[src/rtl/usb_rx_pkg.sv]
// Shared types and constants for the USB receive control path.
package usb_rx_pkg;

    typedef enum logic [2:0] {
        IDLE      = 3'd0,
        SYNC_WAIT = 3'd1,
        DATA_WAIT = 3'd2,
        STORE     = 3'd3,
        ERR_WAIT  = 3'd4,
        EOP_END   = 3'd5
    } rx_state_t;

    localparam logic [7:0] USB_SYNC_BYTE = 8'h80;

endpackage

[src/rtl/usb_pid_check.sv]
// Combinational PID integrity check: the low nibble must be the complement of the high nibble.
module usb_pid_check (
    input  logic [7:0] pid_i,
    output logic       valid_o
);

    assign valid_o = (pid_i[3:0] == ~pid_i[7:4]);

endmodule

[src/rtl/usb_rx_ctrl.sv]
// USB RX receive control FSM: SYNC validation, FIFO writes, byte counting and error flagging.
// Optional PID complement check on the first stored byte when USB_RX_PID_CHECK_EN is defined.
module usb_rx_ctrl
    import usb_rx_pkg::*;
#(
    parameter logic [7:0] SYNC_BYTE = USB_SYNC_BYTE,
    parameter int         MAX_BYTES = 64,
    parameter int         CNT_W     = 7
) (
    input  logic             clk,
    input  logic             rst,
    input  logic             d_edge,
    input  logic             eop,
    input  logic             shift_enable,
    input  logic             byte_received,
    input  logic [7:0]       rcv_data,
    input  logic             fifo_full,
    output logic             rcving,
    output logic             w_enable,
    output logic             r_error,
    output logic             pkt_done,
    output logic [CNT_W-1:0] byte_count
);

    rx_state_t        state_q, state_d;
    logic [CNT_W-1:0] cnt_q, cnt_d;
    logic             err_q, err_d;
    logic             pkt_q, pkt_d;
    logic             wen_d;
    logic             eop_s;
    logic             pid_ok;
    logic             reject;

`ifdef USB_RX_PID_CHECK_EN
    usb_pid_check u_pid_check (
        .pid_i   (rcv_data),
        .valid_o (pid_ok)
    );
`else
    assign pid_ok = 1'b1;
`endif

    assign eop_s  = shift_enable && eop;
    // The PID check only matters for the first byte after SYNC.
    assign reject = fifo_full
                 || (cnt_q == CNT_W'(MAX_BYTES))
                 || ((cnt_q == '0) && !pid_ok);

    always_comb begin
        state_d = state_q;
        cnt_d   = cnt_q;
        err_d   = err_q;
        pkt_d   = 1'b0;
        wen_d   = 1'b0;
        unique case (state_q)
            IDLE: begin
                if (d_edge) begin
                    state_d = SYNC_WAIT;
                    err_d   = 1'b0;
                    cnt_d   = '0;
                end
            end
            SYNC_WAIT: begin
                // EOP takes priority over a byte arriving in the same cycle.
                if (eop_s) begin
                    err_d   = 1'b1;
                    state_d = EOP_END;
                end else if (byte_received) begin
                    if (rcv_data == SYNC_BYTE) begin
                        state_d = DATA_WAIT;
                    end else begin
                        err_d   = 1'b1;
                        state_d = ERR_WAIT;
                    end
                end
            end
            DATA_WAIT: begin
                if (eop_s) begin
                    state_d = EOP_END;
                    if (cnt_q == '0) begin
                        err_d = 1'b1;
                    end else if (!err_q) begin
                        pkt_d = 1'b1;
                    end
                end else if (byte_received) begin
                    state_d = STORE;
                end
            end
            STORE: begin
                if (reject) begin
                    err_d   = 1'b1;
                    state_d = ERR_WAIT;
                end else begin
                    wen_d   = 1'b1;
                    cnt_d   = cnt_q + CNT_W'(1);
                    state_d = DATA_WAIT;
                end
            end
            ERR_WAIT: begin
                if (eop_s) begin
                    state_d = EOP_END;
                end
            end
            EOP_END: begin
                if (d_edge) begin
                    state_d = IDLE;
                end
            end
            default: begin
                state_d = IDLE;
            end
        endcase
    end

    always_ff @(posedge clk) begin
        if (rst) begin
            state_q <= IDLE;
            cnt_q   <= '0;
            err_q   <= 1'b0;
            pkt_q   <= 1'b0;
        end else begin
            state_q <= state_d;
            cnt_q   <= cnt_d;
            err_q   <= err_d;
            pkt_q   <= pkt_d;
        end
    end

    // Strobes are suppressed while reset is asserted so an aborted packet never writes or completes.
    assign rcving     = (state_q != IDLE);
    assign w_enable   = wen_d && !rst;
    assign pkt_done   = pkt_q && !rst;
    assign r_error    = err_q;
    assign byte_count = cnt_q;

endmodule

[config.mk]
export PLATFORM = sky130hd
export DESIGN_NAME = usb_rx_ctrl
export DESIGN_NICKNAME = d
export VERILOG_FILES = /design/src/rtl/usb_rx_pkg.sv /design/src/rtl/usb_pid_check.sv /design/src/rtl/usb_rx_ctrl.sv
export SDC_FILE = /design/constraint.sdc
export NUM_CORES = 1
export LEC_CHECK = 0
export ABC_AREA = 1
export CORE_ASPECT_RATIO = 0.9
export CORE_MARGIN = 5
export CORE_UTILIZATION = 41
export DETAILED_ROUTE_END_ITERATION = 8
export MAX_ROUTING_LAYER = met4
export PLACE_DENSITY = 0.71
export SYNTH_ARGS = -nofsm -noshare
export SYNTH_HDL_FRONTEND = slang
export SYNTH_SLANG_ARGS = --single-unit
export TNS_END_PERCENT = 10
[constraint.sdc]
create_clock -name clk -period 1.3 [get_ports clk]
set_input_delay 0.26 -clock clk [delete_from_list [all_inputs] [get_ports clk]]
set_output_delay 0.26 -clock clk [all_outputs]
set_load 0.02 [all_outputs]
* Word level (Yosys, flattened, before mapping)
Cells that the tools add are included. W data, S select, Z words.
Storage, ports and cells: RAM bits 0, output and inout bits 11, memories 0, latch bits 0, word-level logic and storage cells 62, bits of input ports 15, register bits 12, memory bits (read-only) 0
Cells by class: reduce and logical (&&, ||, !) cells 14, bitwise logic cells 2, multiplexer cells 24, shift-type cells 0, equality and inequality tests 17, $add $sub $neg 1, $mul 0, magnitude comparators 0, div/mod/pow operators 0
Operator list (number):
- $mux W3 | 9
- $pmux W3 S6 | 1
- $mux W7 | 2
- $ne A2 B2 Y1 const B | 7
- $pmux W7 S2 | 1
- $mux W1 | 10
- $ne A3 B3 Y1 const B | 3
- $eq A8 B8 Y1 const B | 1
- $add A7 B1 Y7 const B | 1
- $eq A7 B7 Y1 const B | 1
- $logic_not A7 Y1 | 1
- $reduce_and A7 Y1 | 1
- $eq A3 B2 Y1 const B | 2
- $eq A3 B3 Y1 const B | 2
- $reduce_and A5 Y1 | 1
- $pmux W1 S4 | 1
- $reduce_bool A4 Y1 | 1
- $reduce_or A4 Y1 | 1
- $eq A3 B1 Y1 const B | 1
- $logic_and A1 B1 Y1 | 3
- $logic_not A3 Y1 | 1
- $reduce_and A3 Y1 | 1
- $reduce_bool A3 Y1 | 1
- $not A1 Y1 | 2
- other kinds (3) | 3

* Longest topological paths before layout
depth in word-level cells 5, mapped depth 11, depth with buffers taken out 11

* Worst setup path before layout
Ideal clock, no wire load.
kind register -> output, start point reg cnt_q[0], in the netlist byte_count[0], end point out w_enable, path buffers 0, stages on the path, launching flop included 8, data required time 1.040 ns, data arrival time 1.378 ns, setup slack -0.338 ns, cells stage by stage dfxtp_1 inv_1 ha_1 nand2_1 nor2_1 nand2_1 nand3_4 nor2_1
On the way: word-level cells in the longest chain between the ends 5
Ends and longest elaborated chain:
- start, declared | line usb_rx_ctrl.sv:26 | logic [CNT_W-1:0] cnt_q, cnt_d;
- start signal, assigned | line usb_rx_ctrl.sv:123 | cnt_q <= cnt_d;
- $eq A7 B7 Y1 | line usb_rx_ctrl.sv:46 | || (cnt_q == CNT_W'(MAX_BYTES))
- $logic_or A1 B1 Y1 | line usb_rx_ctrl.sv:46
- $mux W1 | line usb_rx_ctrl.sv:90 | if (reject) begin
- $mux W1 | line usb_rx_ctrl.sv:55 | unique case (state_q)
- $logic_and A1 B1 Y1 | line usb_rx_ctrl.sv:131 | assign w_enable = wen_d && !rst;
- end, declared | line usb_rx_ctrl.sv:19 | output logic w_enable,
No other way between the ends.

* Final worst setup path
Same ends and word-level chain as after synthesis.

==> out/summary.txt <==
Status: finished with violations
Failing checks: setup timing
Vias in the first global route: 1093
Worst Setup Start Kind: register
Clk buf depth: 2
First-pass GRT wire length: 4570 um
Die ar.: 3140 sq um
Mapped cell area: 868 sq um
Top post-synthesis cells by area: dfxtp_1 (28%), nand2_1 (13%), nor2_1 (9.9%)
Rel. slew slack: 0.828
Yosys top cell area share: 0.277
Yosys warning total: 0
CP Data Required Time: 1040 ps
Root Buffer: clkbuf_4
DIE HEIGHT: 53.7 um
Worst setup path class: reg -> out
CTS tree: yes
Max-Cap Viols: 0
Peak supply drop: 1140 uV
Fin crit period: 1590 ps
Worst reg2reg setup slack: -240 ps
Hold Path Class: in -> reg
CP endpoint kind: output port
Final non-filler cell area: 1510 sq um
Layout area overhead: 73.3%
Core area: 1970 sq um
Netlist cell types: 21
Combinational share of power: 0.630
Initial Utilization: 0.441
Crit-path most repeated cell: nor2_4
Seq cells post-synth: 12
Reg2reg path depth: 13
End of the worst hold path: byte_count[5]$_SDFFE_PP0P_
Sequential power share: 0.239
Total Routing Usage GR: 0.199
Worst Hold Launch: rst
Pleak: 0.694 nW
Drt first pass iters: 4
Post-DP Area: 1380 sq um
Std cell rows: 15
Sink Count: 12
Cell with the most instances after synthesis: nand2_1
GRT overflow: 0
Initial drt markers: 41
Total Nets Final: 221
Avg Cell Area, Syn: 6.03 sq um
Number of synthesized flops with an enable pin: 0
Setup violations, final: 13
Crit path max-delay family: simple AND/OR/NAND/NOR gates
Min-Delay Path Depth: 3
Synth Net Count: 161
Max Clock Freq: 628 MHz
Reg clk slew, reported paths: 80 ps
Pwr Density: 1250 nW/um^2
Routed length per instance: 12.3 um
Most used DFF post-synth: dfxtp_1
Final WL: 2800 um
Port Buffers: 25
Critical path arrival: 1330 ps
CTS Hold Bufs: 0
Pin count of the biggest net entering global routing: 9
Initial antenna violation count: 0
Reg2reg end: byte_count[3]$_SDFFE_PP0P_
Syn Inst Count: 144
Routability Congestion: 0.854
Synth area leader: dfxtp_1
Diode count: 0
Post-synth top cells: nand2_1 (31), nor2_1 (23), inv_1 (20), nand3_1 (14)
Sw Ratio: 0.422
Psw: 797 uW
Max Slew Vio Count: 0
Setup Skew: 5.45 ps
Drt drc: 0
DPL Wire Length: 2100 um
Crit-path max cell delay: 360 ps
Critical-path cell list: inv_4, ha_4, nand2_4, nor2_4, nand2_2, nand3_4, nor2_4, buf_6
Share of layout cells above drive strength 1: 0.424
Seq/Total Area, Yosys: 0.277
Clk_lat worst skew: 280 ps
Clock Power Share: 0.131
Via/cell ratio: 4.93
Async set-reset flop share out of synthesis: 0
RR Startpoint: byte_count[0]$_SDFFE_PP0P_
Critical path's slowest cell: dfxtp_4
# IOs: 26
Routed vias: 1124
H-tree Lvls: 1
Top fanout value on the critical path: 2
Least-Margin Pin Slew: 258 ps
Post-Route Utilization: 0.764
Die Wd: 58.5 um
Fin. Hold Viols: 0
Crit share post-route: 1.22
Int Pwr: 1.09 mW
Final setup margin: -292 ps
Buf/Inv on CP: 2
Unrepaired setup endpoints after global routing: true
CTS Buf Count: 3
Pre-CTS WS: -555 ps
Antenna viol nets, final: 0
-- cells in the final DEF, fill, tap and decap left out, types with 6 or more instances in the layout --
cell / instances
nand2_1: 28
buf_4: 26
nor2_1: 21
inv_1: 18
nand3_1: 13
clkdlybuf4s50_1: 13
buf_6: 7
a21oi_1: 6
a21oi_2: 6
-- registers in the layout, summed over array words and instances, names as in the netlist --
name        cells
byte_count      7
state_q         3
pkt_q           1
r_error         1
-- layout make-up --
type	count	area, sq um
clock buffers	3	22.5
clock inverters	1	3.75
repair buffers	56	468
flip-flops and latches	12	254
well taps	25	31.3
multi-input cells	106	624
fillers	152	465
inverters	25	101
-- worst register-to-register path, cell delays in order (launching register included) --
cell     delay (ps)
dfxtp_4         360
inv_4            50
ha_4            150
nand2_4          50
nor2_4          110
nand2_2          80
nand3_4          90
buf_6           100
buf_6           110
nand2_8          80
inv_6            80
nor2_2           30
nor2_1          110
nor2_2           40
-- logic make-up after synthesis --
family                   after synthesis  share of synthesized area
AO/OA/AOI/OAI                         18                      0.104
XOR/XNOR                               1                     0.0101
adder cells (fa/ha/maj)                2                     0.0288
buffers and inverters                 26                      0.112
flip-flops                            12                      0.277
AND/OR/NAND/NOR                       85                      0.468
-- what timing repair did --
item                                    in CTS  in global routing
setup buffers                                3                  1
pin swaps                                    5                  4
resized for setup                           49                 24
endpoints found under the hold margin        0                  0
endpoints found under the setup margin      22                 20
-- through the flow --
step                hold WS, ps  total power [mW]  TNS, ps  std cells
CTS                         489              1.80    -1350        227
floorplan                   491             0.984    -22.3        144
global placement            479              1.41    -3330        220
global route                514              2.03    -3110        228
detailed placement          481              1.44    -3600        220
finish                      497              1.89    -2060        228
-- how the worst max path moves through the flow --
stage | slack (ps) | from | end | cells past startpoint
2_1_floorplan | -20 | byte_count[0]$_SDFFE_PP0P_ | w_enable | 7
3_5_place_dp | -550 | fifo_full | w_enable | 5
6_report | -290 | byte_count[0]$_SDFFE_PP0P_ | w_enable | 8
4_1_cts | -280 | byte_count[0]$_SDFFE_PP0P_ | w_enable | 8
5_1_grt | -350 | byte_count[0]$_SDFFE_PP0P_ | w_enable | 8
3_3_place_gp | -550 | fifo_full | w_enable | 5
-- metal layers --
metal  up-vias  part of all wire  track usage
met4         0             0.016       0.0502
li1        573                 -            -
met2        32              0.49        0.338
met1       513              0.44        0.233
met5         -                 0            -
met3         6             0.056       0.0528
-- power groups by stage --
stage	clock [mW]	sequential [mW]	combinational, mW
after detailed placement	0	0.454	0.985
after floorplan	0	0.500	0.484
final	0.247	0.451	1.19
after global routing	0.276	0.459	1.29
after CTS	0.261	0.449	1.09
after global placement	0	0.449	0.963
Note: power is estimated with default switching activity, not from simulation.
